File: src/rtl/script_loader_mem_if.sv
// UART-side byte stream, executor read port and load status of the script memory.
interface script_loader_mem_if #(
  parameter int unsigned WORD_BYTES = 2,
  parameter int unsigned ADDR_W     = 8
) ();
  logic [7:0]              dataOut_bits;
  logic                    dataOut_valid;
  logic [ADDR_W-1:0]       pc;
  logic                    script_mode;
  logic [8*WORD_BYTES-1:0] script;
  logic [7:0]              script_num;
  logic                    load_busy;
  logic                    load_done;
  logic                    cks_err;
  logic                    ovf_err;

  modport master (
    output dataOut_bits, dataOut_valid, pc,
    input  script_mode, script, script_num, load_busy, load_done, cks_err, ovf_err
  );

  modport slave (
    input  dataOut_bits, dataOut_valid, pc,
    output script_mode, script, script_num, load_busy, load_done, cks_err, ovf_err
  );
endinterface

File: src/rtl/script_loader_mem.sv
// Script memory loaded from a UART byte frame (count, words MSB first, XOR checksum)
// and read by the script executor through a registered pc-addressed port.
module script_loader_mem #(
  parameter int unsigned WORD_BYTES = 2,
  parameter int unsigned DEPTH      = 256,
  parameter int unsigned ADDR_W     = 8
) (
  input logic               clock,
  input logic               reset,
  script_loader_mem_if.slave bus
);
  localparam int unsigned WORD_W = 8 * WORD_BYTES;
  localparam int unsigned BC_W   = (WORD_BYTES > 1) ? $clog2(WORD_BYTES) : 1;
  localparam int unsigned MEM_AW = (DEPTH > 1) ? $clog2(DEPTH) : 1;
  localparam int unsigned CMP_W  = (ADDR_W > 8) ? ADDR_W : 8;
  localparam logic [8:0]  DEPTH9 = 9'(DEPTH);

  typedef enum logic [1:0] {IDLE, DATA_RX, CHECK_RX, READY} state_t;

  state_t            state_q, state_d;
  logic              valid_q;
  logic [7:0]        cnt_q, cnt_d;
  logic [7:0]        xor_q, xor_d;
  logic [8:0]        word_idx_q, word_idx_d;
  logic [BC_W-1:0]   byte_cnt_q, byte_cnt_d;
  logic [WORD_W-1:0] asm_q, asm_d;
  logic              mode_q, mode_d;
  logic [7:0]        num_q, num_d;
  logic              cks_q, cks_d;
  logic              ovf_q, ovf_d;
  logic              done_q, done_d;
  logic [WORD_W-1:0] script_q;

  logic [WORD_W-1:0] mem [0:DEPTH-1];
  logic              we;
  logic [WORD_W-1:0] assembled;
  logic [7:0]        lim;
  logic              accept;
  logic              rd_hit;

  assign accept    = bus.dataOut_valid & ~valid_q;
  // Cast keeps the low WORD_W bits, so the new byte lands in the LSB and older bytes shift up.
  assign assembled = WORD_W'({asm_q, bus.dataOut_bits});
  assign lim       = ({1'b0, cnt_q} > DEPTH9) ? DEPTH9[7:0] : cnt_q;

  always_comb begin
    state_d    = state_q;
    cnt_d      = cnt_q;
    xor_d      = xor_q;
    word_idx_d = word_idx_q;
    byte_cnt_d = byte_cnt_q;
    asm_d      = asm_q;
    mode_d     = mode_q;
    num_d      = num_q;
    cks_d      = cks_q;
    ovf_d      = ovf_q;
    done_d     = 1'b0;
    we         = 1'b0;
    case (state_q)
      IDLE, READY: begin
        if (accept) begin
          cnt_d      = bus.dataOut_bits;
          xor_d      = bus.dataOut_bits;
          word_idx_d = '0;
          byte_cnt_d = '0;
          mode_d     = 1'b0;
          num_d      = '0;
          cks_d      = 1'b0;
          ovf_d      = 1'b0;
          state_d    = (bus.dataOut_bits == 8'd0) ? CHECK_RX : DATA_RX;
        end
      end
      DATA_RX: begin
        if (accept) begin
          xor_d = xor_q ^ bus.dataOut_bits;
          asm_d = assembled;
          if (byte_cnt_q == BC_W'(WORD_BYTES - 1)) begin
            byte_cnt_d = '0;
            word_idx_d = word_idx_q + 9'd1;
            if (word_idx_q < DEPTH9) we = 1'b1;
            else                     ovf_d = 1'b1;
            if (word_idx_q + 9'd1 == {1'b0, cnt_q}) state_d = CHECK_RX;
          end else begin
            byte_cnt_d = byte_cnt_q + BC_W'(1);
          end
        end
      end
      CHECK_RX: begin
        if (accept) begin
          done_d  = 1'b1;
          state_d = READY;
          if (bus.dataOut_bits == xor_q) begin
            mode_d = 1'b1;
            num_d  = lim;
          end else begin
            cks_d  = 1'b1;
            mode_d = 1'b0;
            num_d  = '0;
          end
        end
      end
      default: state_d = IDLE;
    endcase
  end

  always_ff @(posedge clock or posedge reset) begin
    if (reset) begin
      state_q    <= IDLE;
      valid_q    <= 1'b0;
      cnt_q      <= '0;
      xor_q      <= '0;
      word_idx_q <= '0;
      byte_cnt_q <= '0;
      asm_q      <= '0;
      mode_q     <= 1'b0;
      num_q      <= '0;
      cks_q      <= 1'b0;
      ovf_q      <= 1'b0;
      done_q     <= 1'b0;
      script_q   <= '0;
    end else begin
      state_q    <= state_d;
      valid_q    <= bus.dataOut_valid;
      cnt_q      <= cnt_d;
      xor_q      <= xor_d;
      word_idx_q <= word_idx_d;
      byte_cnt_q <= byte_cnt_d;
      asm_q      <= asm_d;
      mode_q     <= mode_d;
      num_q      <= num_d;
      cks_q      <= cks_d;
      ovf_q      <= ovf_d;
      done_q     <= done_d;
      script_q   <= rd_hit ? mem[bus.pc[MEM_AW-1:0]] : '0;
    end
  end

  // Storage is deliberately not reset; script_num/script_mode alone gate what is readable.
  always_ff @(posedge clock) begin
    if (we) mem[word_idx_q[MEM_AW-1:0]] <= assembled;
  end

  assign rd_hit = mode_q && (CMP_W'(bus.pc) < CMP_W'(num_q));

  assign bus.script_mode = mode_q;
  assign bus.script      = script_q;
  assign bus.script_num  = num_q;
  assign bus.load_busy   = (state_q == DATA_RX) || (state_q == CHECK_RX);
  assign bus.load_done   = done_q;
  assign bus.cks_err     = cks_q;
  assign bus.ovf_err     = ovf_q;
endmodule
File: src/flat_wrapper.sv
// flat-port wrapper written by rule: the top's interface ports become plain ports
module script_loader_mem_flat 
#(
  parameter int unsigned WORD_BYTES = 2,
  parameter int unsigned DEPTH      = 256,
  parameter int unsigned ADDR_W     = 8
)
  (clock, reset, bus_dataOut_bits, bus_dataOut_valid, bus_pc, bus_script_mode, bus_script, bus_script_num, bus_load_busy, bus_load_done, bus_cks_err, bus_ovf_err);
  script_loader_mem_if #(.WORD_BYTES(WORD_BYTES), .ADDR_W(ADDR_W)) bus_i ();
  input logic clock;
  input logic reset;
  input wire logic [$bits(bus_i.dataOut_bits)-1:0] bus_dataOut_bits;
  input wire logic [$bits(bus_i.dataOut_valid)-1:0] bus_dataOut_valid;
  input wire logic [$bits(bus_i.pc)-1:0] bus_pc;
  output wire logic [$bits(bus_i.script_mode)-1:0] bus_script_mode;
  output wire logic [$bits(bus_i.script)-1:0] bus_script;
  output wire logic [$bits(bus_i.script_num)-1:0] bus_script_num;
  output wire logic [$bits(bus_i.load_busy)-1:0] bus_load_busy;
  output wire logic [$bits(bus_i.load_done)-1:0] bus_load_done;
  output wire logic [$bits(bus_i.cks_err)-1:0] bus_cks_err;
  output wire logic [$bits(bus_i.ovf_err)-1:0] bus_ovf_err;
  assign bus_i.dataOut_bits = bus_dataOut_bits;
  assign bus_i.dataOut_valid = bus_dataOut_valid;
  assign bus_i.pc = bus_pc;
  assign bus_script_mode = bus_i.script_mode;
  assign bus_script = bus_i.script;
  assign bus_script_num = bus_i.script_num;
  assign bus_load_busy = bus_i.load_busy;
  assign bus_load_done = bus_i.load_done;
  assign bus_cks_err = bus_i.cks_err;
  assign bus_ovf_err = bus_i.ovf_err;
  script_loader_mem #(.WORD_BYTES(WORD_BYTES), .DEPTH(DEPTH), .ADDR_W(ADDR_W)) u_core (.clock(clock), .reset(reset), .bus(bus_i));
endmodule
File: config.mk
export PLATFORM = sky130hd
export DESIGN_NAME = script_loader_mem_flat
export DESIGN_NICKNAME = d
export VERILOG_FILES = /design/src/rtl/script_loader_mem_if.sv /design/src/rtl/script_loader_mem.sv /design/src/flat_wrapper.sv
export SDC_FILE = /design/constraint.sdc
export NUM_CORES = 2
export LEC_CHECK = 0
export CORE_UTILIZATION = 47
export DETAILED_ROUTE_END_ITERATION = 12
export GPL_TIMING_DRIVEN = 0
export PLACE_DENSITY = 0.65
export SKIP_CTS_REPAIR_TIMING = 1
export SLEW_MARGIN = 15
export SYNTH_ARGS = -nofsm -noshare
export SYNTH_HDL_FRONTEND = slang
export SYNTH_SLANG_ARGS = --single-unit
export TNS_END_PERCENT = 5
File: constraint.sdc
create_clock -name clock -period 8 [get_ports clock]
set_input_delay 1.6 -clock clock [delete_from_list [all_inputs] [get_ports clock]]
set_output_delay 1.6 -clock clock [all_outputs]
set_load 0.005 [all_outputs]
* Yosys cells after proc, flatten, opt, wreduce, memory -nomap -nowiden *
Memories as Yosys holds them, arrays and structs flattened.
Index checks and enable logic that the tools add are counted.

word-level totals
  register bits after elaboration = 65
  bits in writable memories = 4096
  bits of input ports = 19
  output and inout bits = 29
  logic and storage cells = 91
  memories = 1

cells by class
  add/subtract/negate cells = 2
  magnitude comparators = 3
  eq/ne operators = 12
  muxes and demuxes = 42
  bitwise gates (word level) = 3
  reductions and logical operators = 15

memory list
  name        words  width  read ports  clocked after Yosys merged registers in  write ports  RTL line                 text
  u_core.mem  256    16     1           0                                        1            script_loader_mem.sv:34  logic [WORD_W-1:0] mem [0:DEPTH-1];

operators with widths
  cell                   count
  $mux W8                6
  $pmux W8 S2            2
  $mux W9                3
  $mux W1                18
  $pmux W9 S2            1
  $mux W16               1
  $mux W2                6
  $ne A2 B1 Y1 const B   5
  $reduce_and A5 Y1      2
  $add A9 B1 Y9 const B  1
  $eq A9 B8 Y1           1
  $gt A8 B9 Y1 const B   1
  $lt A9 B9 Y1 const B   1
  $eq A8 B8 Y1           1
  $logic_not A8 Y1       1
  $lt A8 B8 Y1           1
  $pmux W1 S2            4
  $reduce_and A4 Y1      2
  $xor A8 B8 Y8          1
  $pmux W2 S3            1
  $reduce_and A3 Y1      2
  $eq A2 B2 Y1 const B   2
  $ne A2 B2 Y1 const B   2
  $reduce_and A2 Y1      2
  9 further kinds        10

* Logic depth before layout (Yosys ltp) *
  depth after elaboration = 7
  mapped depth = 13
  depth with buffers taken out = 9

* Least setup slack after synthesis *
Ideal clock, no wire load.

  path kind = input-to-reg
  start = in bus_dataOut_valid
  end = mem u_core.mem[63][0] (netlist name) (enable)
  library setup time = 0.430 ns
  arrival = 3.581 ns
  required time = 7.570 ns
  setup slack = 3.989 ns
  cell stages on the path = 3
  buffers on the path = 0
  path through = nor2b_1 nand4b_1 nor4_1

on the way
  word-level cells in the longest chain between the ends = 5

RTL lines
  what                           RTL line                  text
  from (decl)                    flat_wrapper.sv:13        input wire logic [$bits(bus_i.dataOut_valid)-1:0] bus_dataOut_valid;
  $and A1 B1 Y1                  script_loader_mem.sv:41   assign accept = bus.dataOut_valid & ~valid_q;
  $mux W1                        script_loader_mem.sv:74   if (accept) begin
  $mux W1                        script_loader_mem.sv:59   case (state_q)
  $mux W1                        script_loader_mem.sv:140  if (we) mem[word_idx_q[MEM_AW-1:0]] <= assembled;
  $mux W1 (implied by the code)  script_loader_mem.sv:140
  to (decl)                      script_loader_mem.sv:34

No other way between the ends.

* Worst setup path after layout *
  start = in bus_pc[4]
  end = reg u_core.script_q[15] (netlist: u_core.bus.script[15])

on the way
  word-level cells in the longest chain between the ends = 3
  elaborated cells on any way between the ends = 4
  classes of those cells = 1 x order compare; 1 x mux; 1 x reduce/logical; 1 x memory

RTL lines
  what                                                                      RTL line                  text
  from (decl)                                                               flat_wrapper.sv:14        input wire logic [$bits(bus_i.pc)-1:0] bus_pc;
  parallel branches: the longest is 2 deep, another holds $mem_v2 Z256 W16  -
  $mux W16 (*)                                                              script_loader_mem.sv:134  script_q <= rd_hit ? mem[bus.pc[MEM_AW-1:0]] : '0;
  to (signal assigned)                                                      script_loader_mem.sv:134
  to (decl)                                                                 script_loader_mem.sv:32   logic [WORD_W-1:0] script_q;

Every way passes the cells marked *.
A chain may end at the register's enable or synchronous reset.

==> results.cfg <==
[finish]
multi_input_comb_area_um2 = 36100
drive_gt1_frac = 0.238
stdcell_area_um2 = 190000
final_common_cell = edfxtp_1
final_cell_mix = 4096 x edfxtp_1, 941 x mux2i_1, 545 x mux4_2
area_growth_pct = 16.9
layout.cells.non_filler = 14006
n_fill_cell = 26229
layout.nets = 9065
ff_latch_area_um2 = 125000

[place]
dpl_cell_area_um2 = 176000
place_ws_ps = -7.64
place.gp.congestion = 1.04
placed_cells_incl_taps = 13161
hpwl_mm = 513
portBuffers = 46

[clocking]
clock_latency_ps = 1050
cts.clk_slew.worst_paths_ps = 60
clockRootBuffer = clkbuf_16
clkSinkCount = 4161
cts_max_level = 5
cts_tree = yes
cts.path.max_buffers = 4
numCtsBuffers = 426

[worst_setup_path]
path_buf_inv = 6
cp-start-kind = input port
cp-end-kind = flop
critPathArrivalTime_ps = 8170
path_common_cell = clkbuf_1
crit_chain = clkdlybuf4s50_1, inv_1, buf_2, clkbuf_2, clkbuf_1, clkbuf_1, nor2_1, a2111oi_2, nand4_1, o21ai_0
crit_required_ps = 8840
path_max_fanout = 10
cp_slowest_cell = clkdlybuf4s50_1
cpPeakStageDelay_ps = 1000
crit_family = buffers and inverters
crit_type = in2reg

[sta]
setup_viol = 0
skew_ps = 83.4
post-route-min-period_ps = 7320
drv_slew = 3
tightest_slew_ps = 1510
hold_viol_final = 0
relSlewSlack = -0.0153
period_share = 0.915
timing.fmax_ghz = 0.137
rsz0062_at_grt = no
timing.final.ws_setup_ps = 678

[grt]
first_global_vias = 90152
grt_use_total = 0.403
overflow = 0
grt_pass1_wl_mm = 898
antenna_found_initial = 94
grt_max_degree = 117

[logic_synthesis]
synth_flop_cell = edfxtp_1
syn_inst = 8250
synth_cell_types = 70
synthArstFlopShare = 0.0156
syn_avg_cell_area_um2 = 19.7
yosysWarningCount = 0
synth-edff-count = 4096
synth_nets = 8282
ys_ff_latch = 4161
seq_area_frac_synth = 0.768
synthesis.area_um2 = 162000

[power]
worst_ir_drop_vdd_uv = 353
p_per_area_nw_per_um2 = 270
p_leak_uw = 0.0613

[floorplan]
die_area_um2 = 348000
start_util = 0.473
fp.dieH_um = 590
fp.dieW_um = 590
io_pins = 48
num_rows = 215
core_area_um2 = 343000

[worst_hold_path]
hp-class = reg2reg

[drt]
via_count = 97012
drt_first_pass_iters = 6
drtIter0Drc = 18212
routed_wl_mm = 707
detail-route-antenna-nets = 0
wl_per_cell_um = 50.5
vias_per_cell = 6.93
drc = 0

[flow_run]
maxCapViolCount = 1

[status]
status = finished, violations left
violations = capacitance limit, slew limit
cell families after synthesis:
group                      Yosys count  synth area share
buffers and inverters              529            0.0192
AOI/OAI and AO/OA                 1132            0.0494
DFF                               4161             0.768
and+or+nand+nor                    866            0.0237
xor gates and xnor gates            17           0.00100
adders and majority gates           13           0.00100
muxes                             1532             0.137
registers in the layout, indices dropped and copies added, names as in the netlist:
name / cells
u_core.xor_q: 8
u_core.bus.script: 16
u_core.mem: 4096
u_core.state_q: 2
u_core.byte_cnt_q: 1
u_core.bus.load_done: 1
u_core.bus.cks_err: 1
u_core.bus.script_mode: 1
u_core.valid_q: 1
u_core.bus.ovf_err: 1
u_core.cnt_q: 8
u_core.word_idx_q: 9
u_core.asm_q: 8
u_core.bus.script_num: 8
cells in the mapped netlist, drive strengths merged (40+ instances only):
cell type     n  area share
dfrtp        65       0.010
mux2         40      0.0028
buf         274       0.013
a21oi       190      0.0059
nor2        416      0.0096
mux2i       941       0.058
nand2       134      0.0031
clkbuf      234      0.0054
edfxtp     4096        0.76
mux4        551       0.077
o22ai       182      0.0070
o221ai      387       0.021
nor3        142      0.0044
nand3        55      0.0017
a2111oi      45      0.0025
o21ai       174      0.0054
cell type report:
type | count | area share
Inverter | 21 | 0.000442
Antenna cell | 50 | 0.000660
Buffer | 508 | 0.0171
Timing Repair Buffer | 355 | 0.0312
Sequential cell | 4161 | 0.657
Multi-Input combinational cell | 3560 | 0.190
Clock buffer | 515 | 0.0583
Clock inverter | 279 | 0.0149
Tap cell | 4557 | 0.0301
metrics by stage:
stage	total power, uW	util	setup TNS [ps]	hold WS [ps]
floorplan	28500	-	0	495
global placement	31700	0.491	-7733770	509
detailed placement	31400	0.512	-7.64	519
CTS	50900	0.552	0	532
global route	51900	0.552	0	566
finish	51200	0.553	0	527
metal layers:
layer  global-route usage  vias up  wire, um  share of wire
met4                0.329       46     70400           0.10
met3                0.126     1810     90600           0.13
met2                0.579     8166    301000           0.43
met1                0.506    50934    245000           0.35
met5             0.000684        -       535        0.00076
li1                     -    36056         -              -
tightest hold or removal path: stages, from the launching register on:
cell and delay [ps]:
dfrtp_1 370, nand2_1 50, o21ai_0 60
where the power goes:
group | internal (uW) | switching (uW) | leakage, uW
Sequential | 25500 | 427 | 0.0378
Combinational | 1240 | 3960 | 0.0168
Clock | 11200 | 8830 | 0.00674
Total | 38000 | 13200 | 0.0613
worst paths after layout:
| check | end | cells after the start | slack [ps] | start |
|---|---|---|---|---|
| min in group asynchronous | u_core.bus.script[9] | 2 | 990 | reset |
| worst max-delay path | u_core.bus.script[15] | 10 | 680 | bus_pc[4] |
| max in group asynchronous | u_core.asm_q[2] | 3 | 6350 | reset |
| worst max register to register | u_core.bus.script[7] | 10 | 2620 | u_core.bus.script_num[4] |
| worst min register to register | u_core.bus.script_num[2] | 2 | 530 | u_core.bus.script_num[2] |
| worst min-delay path | u_core.bus.script_num[2] | 2 | 530 | u_core.bus.script_num[2] |
(Power assumes the default switching activity.)
